File: config.mk
export PLATFORM = sky130hd
export DESIGN_NAME = cpu_run_ctrl
export DESIGN_NICKNAME = d
export VERILOG_FILES = /design/src/rtl/cpu_run_ctrl.sv
export SDC_FILE = /design/constraint.sdc
export NUM_CORES = 1
export LEC_CHECK = 0
export CORE_AREA = 2 2 107 89
export CTS_CLUSTER_SIZE = 25
export DETAILED_ROUTE_END_ITERATION = 7
export DIE_AREA = 0 0 109 91
export DONT_BUFFER_PORTS = 1
export GPL_TIMING_DRIVEN = 0
export PLACE_DENSITY = 0.73
export REMOVE_ABC_BUFFERS = 1
export SLEW_MARGIN = 30
export SYNTH_ARGS = -nofsm -noshare
export SYNTH_HDL_FRONTEND = slang
export SYNTH_SLANG_ARGS = --single-unit
File: constraint.sdc
create_clock -name clk -period 4.33 [get_ports clk]
set_input_delay 1.0825 -clock clk [delete_from_list [all_inputs] [get_ports clk]]
set_output_delay 1.0825 -clock clk [all_outputs]
set_load 0.02 [all_outputs]
File: src/rtl/cpu_run_ctrl.sv
// cpu_run_ctrl: load/run/stop sequencer that streams a program into imem, releases the CPU,
// and ends the run on a retired halt instruction or a cycle limit.
module cpu_run_ctrl #(
   parameter int XLEN = 32,
   parameter int IMEM_DEPTH = 64,
   parameter int ADDR_W = 6,
   parameter int CNT_W = 16,
   parameter int MAX_CYCLES = 200,
   parameter logic [XLEN-1:0] HALT_INSTR = 32'h00100073
) (
   input  logic              clk,
   input  logic              reset,
   input  logic              start,
   input  logic              load_valid,
   input  logic [XLEN-1:0]   load_data,
   input  logic              load_last,
   output logic              load_ready,
   output logic              imem_we,
   output logic [ADDR_W-1:0] imem_addr,
   output logic [XLEN-1:0]   imem_wdata,
   output logic              cpu_reset,
   input  logic              retire_valid,
   input  logic [XLEN-1:0]   retire_instr,
   input  logic [XLEN-1:0]   retire_pc,
   output logic [CNT_W-1:0]  cycle_count,
   output logic [CNT_W-1:0]  retire_count,
   output logic [XLEN-1:0]   halt_pc,
   output logic              done,
   output logic              timeout,
   output logic              load_overflow
);
   typedef enum logic [2:0] {IDLE, LOAD, RUN, DONE, TIMEOUT} state_t;
   state_t state, state_n;
   logic [ADDR_W-1:0] wptr, wptr_n, addr_n;
   logic [XLEN-1:0] wdata_n, hpc_n;
   logic [CNT_W-1:0] cyc_n, ret_n;
   logic ready_n, we_n, cpu_reset_n, done_n, tmo_n, ovf_n, halt, limit;

   assign halt = retire_valid && retire_instr == HALT_INSTR;
   assign limit = cycle_count == CNT_W'(MAX_CYCLES - 1);

   always_ff @(posedge clk) begin
      if (reset) begin
         state <= IDLE;
         wptr <= '0;
         load_ready <= 1'b0;
         imem_we <= 1'b0;
         imem_addr <= '0;
         imem_wdata <= '0;
         cpu_reset <= 1'b1;
         cycle_count <= '0;
         retire_count <= '0;
         halt_pc <= '0;
         done <= 1'b0;
         timeout <= 1'b0;
         load_overflow <= 1'b0;
      end else begin
         state <= state_n;
         wptr <= wptr_n;
         load_ready <= ready_n;
         imem_we <= we_n;
         imem_addr <= addr_n;
         imem_wdata <= wdata_n;
         cpu_reset <= cpu_reset_n;
         cycle_count <= cyc_n;
         retire_count <= ret_n;
         halt_pc <= hpc_n;
         done <= done_n;
         timeout <= tmo_n;
         load_overflow <= ovf_n;
      end
   end

   always_comb begin
      state_n = state;
      wptr_n = wptr;
      ready_n = load_ready;
      we_n = 1'b0;
      addr_n = imem_addr;
      wdata_n = imem_wdata;
      cpu_reset_n = cpu_reset;
      cyc_n = cycle_count;
      ret_n = retire_count;
      hpc_n = halt_pc;
      done_n = done;
      tmo_n = timeout;
      ovf_n = load_overflow;
      case (state)
         IDLE, DONE, TIMEOUT: if (start) begin
            state_n = LOAD;
            wptr_n = '0;
            ready_n = 1'b1;
            cpu_reset_n = 1'b1;
            cyc_n = '0;
            ret_n = '0;
            hpc_n = '0;
            done_n = 1'b0;
            tmo_n = 1'b0;
            ovf_n = 1'b0;
         end
         // load_ready low inside LOAD means the last write pulse is on the bus now
         LOAD: if (!load_ready) begin
            state_n = RUN;
            cpu_reset_n = 1'b0;
         end else if (load_valid) begin
            we_n = 1'b1;
            addr_n = wptr;
            wdata_n = load_data;
            wptr_n = wptr + 1'b1;
            if (load_last || wptr == ADDR_W'(IMEM_DEPTH - 1)) begin
               ready_n = 1'b0;
               ovf_n = !load_last;
            end
         end
         RUN: begin
            if (retire_valid && retire_count != '1) ret_n = retire_count + 1'b1;
            if (halt) begin
               state_n = DONE;
               hpc_n = retire_pc;
               done_n = 1'b1;
               cpu_reset_n = 1'b1;
            end else if (limit) begin
               state_n = TIMEOUT;
               tmo_n = 1'b1;
               cpu_reset_n = 1'b1;
            end else cyc_n = cycle_count + 1'b1;
         end
         default: state_n = IDLE;
      endcase
   end
endmodule
### Word-level counts from Yosys, hierarchy flattened

Index checks and enable logic that the tools add are counted.

* input bits: 102
* word-level logic and storage cells: 94
* flip-flop bits (word level): 117
* output and inout bits: 108

* reduce and logical (&&, ||, !) cells: 20
* equality and inequality tests: 19
* bitwise operators: 2
* muxes and demuxes: 37
* add/subtract/negate cells: 3

Operators by type and width (number)
* 2-to-1 mux 16 bit: 4
* 2-to-1 mux 32 bit: 2
* one-hot mux 16 bit (2 select lines): 2
* one-hot mux 32 bit (2 select lines): 1
* adder 16 x 1 -> 16 bit, second input constant: 2
* == test 32 x 21 -> 1 bit, second input constant: 1
* inequality test 2 bit, second input constant: 10
* 2-to-1 mux 6 bit: 3
* == test 16 x 8 -> 1 bit, second input constant: 1
* inequality test 16 bit, second input constant: 1
* AND reduction 4 bit: 4
* 2-to-1 mux 1 bit: 14
* 2-to-1 mux 3 bit: 4
* one-hot mux 6 bit (2 select lines): 1
* AND reduction 3 bit: 4
* one-hot mux 3 bit (3 select lines): 1
* one-hot mux 1 bit (2 select lines): 4
* adder 6 x 1 -> 6 bit, second input constant: 1
* == test 3 x 2 -> 1 bit, second input constant: 2
* == test 6 bit, second input constant: 1
* OR reduction 3 bit: 2
* AND reduction 5 bit: 1
* nonzero test 2 bit: 2
* == test 3 x 1 -> 1 bit, second input constant: 1
* other kinds (10): 12

### Longest topological paths before layout

Gate-level depths: netlist of the first run.

* depth in word-level cells: 6
* mapped depth: 9
* mapped depth without buffers: 6

### Worst setup path after synthesis of the first run

No wires, ideal clock.

* kind: input to register
* start: input port retire_instr[3]
* end: register state[0]
* library setup time: 0.070 ns
* buffers on the path: 0
* stages: 5
* setup slack: 1.695 ns
* data arrival time: 2.565 ns
* required time: 4.260 ns
* cells stage by stage: nor4_1 > nand4_2 > or3_4 > or4_1 > a21oi_1

* cells in the longest elaborated chain, start to end: 4
* elaborated cells between the ends (all ways): 6
* classes of those cells: 2 x eq/ne; 2 x mux; 2 x reduce/logical

RTL lines
* from (decl): line 23 `input logic [XLEN-1:0] retire_instr,`
* == test 32 x 21 -> 1 bit (*): line 39 `assign halt = retire_valid && retire_instr == HALT_INSTR;`
* logical AND 1 bit (*): line 39
* inequality test 3 bit (no source line) / 2-to-1 mux 3 bit (equally long branches)
* AND reduction 3 bit (no source line) / one-hot mux 3 bit (3 select lines) (equally long branches)
* to (signal assigned): line 58 `state <= state_n;`
* to (decl): line 33 `state_t state, state_n;`

Every way passes the cells marked *; elsewhere a longest branch is shown, timed or not.
A chain may end at the register's enable or synchronous reset.

### Worst setup path in the final report of the first run

* start: register state[0]
* end: register load_overflow

* cells in the longest elaborated chain, start to end: 4
* elaborated cells between the ends (all ways): 12
* classes of those cells: 7 x eq/ne; 1 x mux; 4 x reduce/logical

RTL lines
* == test 3 x 2 -> 1 bit, or another cell as far along: line 88 `case (state)`
* OR reduction 3 bit: line 88
* inequality test 2 bit (no source line) / nonzero test 2 bit (equally long branches)
* AND reduction 5 bit (no source line)
* to (signal assigned): line 70 `load_overflow <= ovf_n;`
* to (decl): line 30 `output logic load_overflow`

Parallel ways exist; a longest one is shown, timed or not.

==> results.sh, run 1 <==
export IMPL_status="finished, final reports clean"
export IMPL_ant_nets=0
export IMPL_io_pins=210
export IMPL_slew_violations=0
export IMPL_fill_cells=731
export IMPL_cts_clk_slew_worst_paths_ns=0.06
export IMPL_nets=625
export IMPL_drive_above_1_share=0.0994
export IMPL_die_w_um=109
export IMPL_max_cap_violations=0
export IMPL_cts_sinks=117
export IMPL_die_area_um2=9920
export IMPL_synth_edf_count=0
export IMPL_criticalPathCategory="reg2reg"
export IMPL_syn_inst=530
export IMPL_ys_flop_type="dfxtp_1"
export IMPL_drc=0
export IMPL_via_per_inst=6.27
export IMPL_rsz0062_at_grt="no"
export IMPL_tritoncts="yes"
export IMPL_crit_path_max_incr_delay_ns=0.76
export IMPL_routabilityCongestion=0.855
export IMPL_n_antenna_cell=0
export IMPL_grt_pass1_vias=3782
export IMPL_ys_seq_area_frac=0.493
export IMPL_hold_viol=0
export IMPL_cts_root_buffer="clkbuf_8"
export IMPL_period_share=0.651
export IMPL_intPower_mw=2.02
export IMPL_core_um2=8800
export IMPL_critPathLaunchType="flip-flop"
export IMPL_use_met3=0.0861
export IMPL_vias=4061
export IMPL_setup_viol=0
export IMPL_p_sw_mw=0.612
export IMPL_drtPass1Iterations=4
export IMPL_whs_ns=0.490
export IMPL_path_max_fanout=40
export IMPL_combPwrFrac=0.044
export IMPL_postCtsResizedCells=0
export IMPL_ir_drop_v=0.000305
export IMPL_first_iter_violations=206
export IMPL_syn2layout_area_growth_pct=13.9
export IMPL_synthArstFlopShare=0
export IMPL_grtUsageMet1=0.279
export IMPL_drt_total_wl_mm=12.4
export IMPL_die_h_um=91
export IMPL_initial_utilization=0.539
export IMPL_finClkSkew_ns=0.00829
export IMPL_clockPowerShare=0.532
export IMPL_max_freq_mhz=355
export IMPL_post_cts_buffers=0
export IMPL_ys_ff_latch=117
export IMPL_cp_slowest_cell="nor3b_1"
export IMPL_post_route_min_period_ns=2.82
export IMPL_worst_endpoint_required_ns=4.72
export IMPL_grt_busiest_layer="met2"
export IMPL_syn_area_um2=4750
export IMPL_grt_antenna_before_repair=0
export IMPL_synth_avg_cell_area_um2=8.96
export IMPL_p_per_area_nw_per_um2=487
export IMPL_cts_buffers=17
export IMPL_tightest_slew_ns=0.888
export IMPL_cts_hold_buf=0
export IMPL_num_rows=31
export IMPL_dp_hpwl_mm=8.65
export IMPL_worst_ep_arrival_time_ns=3.21
export IMPL_grt_max_degree=57
export IMPL_ys_warn_count=0
export IMPL_htreeDepth=4
export IMPL_io_buffer_count=0
export IMPL_grt_overflow=0
export IMPL_grt_pass1_wl_mm=18.9
export IMPL_hp_class="reg2reg"
export IMPL_swShare=0.232
export IMPL_slew_headroom=0.406
export IMPL_wire_per_inst_um=19.1
export IMPL_seq_power_share=0.424
export IMPL_cp_buffers_inverters=0
export IMPL_synth_cell_types=55
export IMPL_leakage_nw=1.83
export IMPL_clock_latency_ns=0.50
export IMPL_grt_use_met2=0.408
export IMPL_dp_slack_ns=1.19
export IMPL_worstPathCellList="nor3b_1, nand3_2, o21ai_0, mux2i_1, nor2_1"
export IMPL_setup_ws_ns=1.51
export IMPL_track_usage=0.243
export IMPL_ctsLongestPathBuffers=2
export IMPL_cp_end_kind="flip-flop"
export IMPL_p_total_mw=2.64
export IMPL_crit_family="simple AND/OR/NAND/NOR gates"
==> power by group through the flow <==
stage | Combinational, mW | Sequential (mW) | Clock, mW
after floorplan | 0.0810 | 1.14 | 0
after global placement | 0.103 | 1.14 | 0
after detailed placement | 0.114 | 1.14 | 0
after CTS | 0.115 | 1.12 | 1.43
after global routing | 0.128 | 1.12 | 1.48
final | 0.116 | 1.12 | 1.40
==> layout by cell type, fill, tap and decap left out, drive strengths merged, types with 4 or more instances in the layout <==
cell type / instances
and3: 10
buf: 5
nor3: 5
nor2: 24
nand2: 97
clkbuf: 19
a21oi: 69
dfxtp: 117
or3: 8
inv: 6
a22o: 32
o21ai: 10
nor4: 8
mux2i: 4
nand3: 15
or4: 21
xor2: 6
clkinv: 5
nand4: 14
o31ai: 18
==> layer usage <==
metal	wire, um	vias up
met4	236	0
met5	0	-
met2	6320	182
met3	1030	20
li1	-	1932
met1	4770	1927
==> Yosys cell counts, types with 2 or more instances <==
| cell type | number | area, um2 |
|---|---|---|
| and3_1 | 9 | 56.3 |
| nor2_1 | 24 | 90.1 |
| a211oi_1 | 2 | 15.0 |
| and4b_1 | 2 | 20.0 |
| ha_1 | 3 | 37.5 |
| a22o_1 | 32 | 280 |
| or3_1 | 7 | 43.8 |
| inv_1 | 3 | 11.3 |
| nand4_1 | 13 | 81.3 |
| o21ai_1 | 7 | 35.0 |
| or4_1 | 20 | 150 |
| dfxtp_1 | 117 | 2340 |
| and3b_1 | 2 | 17.5 |
| a21oi_1 | 67 | 335 |
| a21oi_2 | 2 | 17.5 |
| mux2i_1 | 4 | 40.0 |
| nand3_1 | 15 | 75.1 |
| nor3_1 | 4 | 20.0 |
| o21ai_0 | 3 | 15.0 |
| o31ai_1 | 18 | 135 |
| clkbuf_1 | 18 | 67.6 |
| and4_1 | 3 | 26.3 |
| nor4b_1 | 2 | 17.5 |
| nand2b_1 | 2 | 12.5 |
| buf_2 | 14 | 70.1 |
| a31oi_1 | 2 | 12.5 |
| nor4_1 | 6 | 37.5 |
| nand2_1 | 97 | 364 |
| xor2_1 | 6 | 52.6 |
==> worst min-delay path, cell delays in order (launching register included) <==
cell     delay (ns)
dfxtp_1        0.33
nand2_1        0.06
a21oi_1        0.06
==> state kept, by name, summed over array words and instances (netlist names) <==
name / cells
cpu_reset: 1
cycle_count: 16
done: 1
halt_pc: 32
imem_addr: 6
imem_wdata: 32
imem_we: 1
load_overflow: 1
load_ready: 1
retire_count: 16
state: 3
timeout: 1
wptr: 6
==> kinds of logic after synthesis <==
| logic type | Yosys count | share of synthesized area |
|---|---|---|
| muxes | 4 | 0.00843 |
| and+or+nand+nor | 218 | 0.240 |
| adders and majority gates | 3 | 0.00790 |
| DFF | 117 | 0.493 |
| xor gates and xnor gates | 7 | 0.0129 |
| buffers and inverters | 37 | 0.0369 |
| AOI/OAI and AO/OA | 144 | 0.200 |
==> per-stage QoR <==
stage                     utilization  instances  area [um2]  setup TNS, ns
after floorplan                     -        496        4590              0
after global placement          0.537        611        4730          -9.26
after detailed placement        0.545        616        4800              0
after CTS                       0.614        648        5400              0
after global routing            0.615        648        5410              0
final                           0.615        648        5410              0
==> final timing paths <==
check                              from                         end  slack, ns  depth (start not counted)
hold reg to reg    wptr[1]$_SDFFE_PP0P_   imem_addr[1]$_SDFFE_PP0P_       0.49                          2
setup / recovery  state[0]$_SDFFE_PP0P_  load_overflow$_SDFFE_PP0P_       1.51                          5
setup reg to reg  state[0]$_SDFFE_PP0P_  load_overflow$_SDFFE_PP0P_       1.51                          5
hold / removal     wptr[1]$_SDFFE_PP0P_   imem_addr[1]$_SDFFE_PP0P_       0.49                          2
==> area by class of cell <==
type                       count  area [um2]  area share
sequential                   117        2340       0.433
multi-input combinational    376        2270       0.419
clock buffer                  19         432      0.0798
clock inverter                13         171      0.0317
tap                          115         144      0.0266
timing repair buffer           5        45.0     0.00832
inverter                       3        11.3     0.00208
Power figures use the tool's default switching activity.
==> inputs of run 2 (changes only) <==
Settings changed: PLACE_DENSITY 0.73 to 0.76.
Clock period 4.33 ns to 2.35 ns, I/O delays scaled along.
==> run 2 against run 1 <==
Net effect:
- maximum frequency rose by 27%
- routed wire length rose by 1.9%
- hold slack got worse by 0.33 ns
- critical path depth rose by 2
- power rose by 87%
- final area rose by 2.6%
==> results.sh, run 2 (synthesized netlist as in run 1, its figures left out) <==
export IMPL_status="finished, final reports clean"
export IMPL_min_from="reset"
export IMPL_hold_viol=0
export IMPL_dp_hpwl_mm=8.50
export IMPL_dpl_instance_area_um2=4820
export IMPL_cts_clk_slew_worst_paths_ns=0.06
export IMPL_initial_utilization=0.539
export IMPL_slew_headroom=0.656
export IMPL_nets=631
export IMPL_cp_slowest_cell="or4_1"
export IMPL_finClkSkew_ns=0.0141
export IMPL_top_regs="halt_pc (32), imem_wdata (32)"
export IMPL_whs_path_depth=1
export IMPL_die_w_um=109
export IMPL_max_freq_mhz=449
export IMPL_ir_drop_v=0.000682
export IMPL_grt_pass1_vias=3872
export IMPL_cts_buffers=17
export IMPL_final_common_cell="dfxtp_1"
export IMPL_criticalPathCategory="reg2reg"
export IMPL_clock_latency_ns=0.50
export IMPL_worst_endpoint_required_ns=2.77
export IMPL_ant_nets=0
export IMPL_worst_ep_arrival_time_ns=2.64
export IMPL_tightest_slew_ns=0.512
export IMPL_path_max_fanout=14
export IMPL_cts_root_buffer="clkbuf_8"
export IMPL_hold_path_endpoint="imem_wdata[22]$_SDFFE_PP0P_"
export IMPL_syn2layout_area_growth_pct=16.9
export IMPL_leakage_nw=1.88
export IMPL_crit_family="simple AND/OR/NAND/NOR gates"
export IMPL_cts_sinks=117
export IMPL_cts_hold_buf=0
export IMPL_cp_buffers_inverters=1
export IMPL_dp_slack_ns=-0.347
export IMPL_dp_cells=617
export IMPL_drtPass1Iterations=5
export IMPL_vias=4114
export IMPL_htreeDepth=4
export IMPL_core_um2=8800
export IMPL_n_antenna_cell=0
export IMPL_layout_common_cells="dfxtp_1, nand2_1, a21oi_1"
export IMPL_setup_ws_ns=0.123
export IMPL_r2r_start="cycle_count[0]$_SDFFE_PP0P_"
export IMPL_grt_antenna_before_repair=0
export IMPL_r2r_slack_ns=0.12
export IMPL_drt_total_wl_mm=12.6
export IMPL_tritoncts="yes"
export IMPL_rsz0062_at_grt="no"
export IMPL_wire_per_inst_um=19.3
export IMPL_setup_viol=0
export IMPL_slew_violations=0
export IMPL_instances_no_fill=654
export IMPL_p_per_area_nw_per_um2=889
export IMPL_grt_overflow=0
export IMPL_drc=0
export IMPL_io_buffer_count=0
export IMPL_hp_class="in2reg"
export IMPL_die_area_um2=9920
export IMPL_die_h_um=91
export IMPL_grt_pass1_wl_mm=19.3
export IMPL_num_rows=31
export IMPL_p_total_mw=4.94
export IMPL_grt_max_degree=57
export IMPL_io_pins=210
export IMPL_track_usage=0.247
export IMPL_drive_above_1_share=0.117
export IMPL_crit_path_max_incr_delay_ns=0.47
export IMPL_max_cap_violations=0
export IMPL_r2r_cells=7
export IMPL_cp_end_kind="flip-flop"
export IMPL_ctsLongestPathBuffers=2
export IMPL_critPathLaunchType="flip-flop"
export IMPL_period_share=0.948
export IMPL_fin_area_um2=5550
export IMPL_final_util=0.631
export IMPL_post_route_min_period_ns=2.23
export IMPL_r2r_end="cycle_count[13]$_SDFFE_PP0P_"
export IMPL_via_per_inst=6.29
export IMPL_first_iter_violations=207
export IMPL_worstPathCellList="ha_1, and4_1, nand4_1, a21oi_4, buf_12, or4_1, a21oi_1"
export IMPL_routabilityCongestion=0.883
[run 2: worst register-to-register path, cell delays in order (launching register included)]
cell and delay [ns]:
dfxtp_1 0.41, ha_1 0.30, and4_1 0.24, nand4_1 0.31, a21oi_4 0.11, buf_12 0.16
or4_1 0.47, a21oi_1 0.15
[run 2: layout make-up]
cell class                      instances  area (um2)
Tap cell                              115         144
Sequential cell                       117        2340
Multi-Input combinational cell        379        2340
Fill cell                             723        3250
Clock inverter                         13         171
Timing Repair Buffer                    8         108
Inverter                                3        11.3
Clock buffer                           19         432
[run 2: per-stage QoR]
step	TNS (ns)	hold slack [ns]
2_1_floorplan	-26.45	0.446
3_3_place_gp	-80.80	0.468
3_5_place_dp	-13.04	0.476
4_1_cts	0	0.128
5_1_grt	0	0.125
6_report	0	0.163
[run 2: worst max-delay path by stage]
stage	to	from	cells after the start	slack, ns
finish	cycle_count[13]$_SDFFE_PP0P_	cycle_count[0]$_SDFFE_PP0P_	7	0.12
global route	retire_count[12]$_SDFFE_PP0P_	state[1]$_SDFFE_PP0P_	5	0.02
CTS	retire_count[12]$_SDFFE_PP0P_	state[1]$_SDFFE_PP0P_	5	0.02
detailed placement	halt_pc[0]$_SDFFE_PP0P_	retire_instr[23]	7	-0.35
global placement	cycle_count[5]$_SDFFE_PP0P_	retire_instr[23]	5	-2.09
floorplan	cycle_count[5]$_SDFFE_PP0P_	retire_instr[3]	5	-1.18
[run 2: routing by layer]
| metal | GRT usage | wire (um) |
|---|---|---|
| met1 | 0.296 | 4900 |
| met2 | 0.415 | 6530 |
| met3 | 0.0782 | 1030 |
| met4 | 0.0812 | 133 |
| met5 | 0 | 0 |
[run 2: power by group]
group,switching (mW),internal [mW],leakage [nW]
logic,0.169,0.0984,0.643
clock network,0.946,1.66,0.295
registers,0.0542,2.01,0.945
[run 2: timing repair]
item / in CTS / in global routing
pin swaps: 1 / 3
cloned: 1 / 2
endpoints found under the setup margin: 36 / 23
resized for setup: 6 / 6
buffers inserted: 0 / 2
==> inputs of run 3 (changes only) <==
Settings changed: GPL_ROUTABILITY_DRIVEN set to 1.
==> results of run 3 <==
No change in the layout: final DEF, timing and power equal those of run 2.
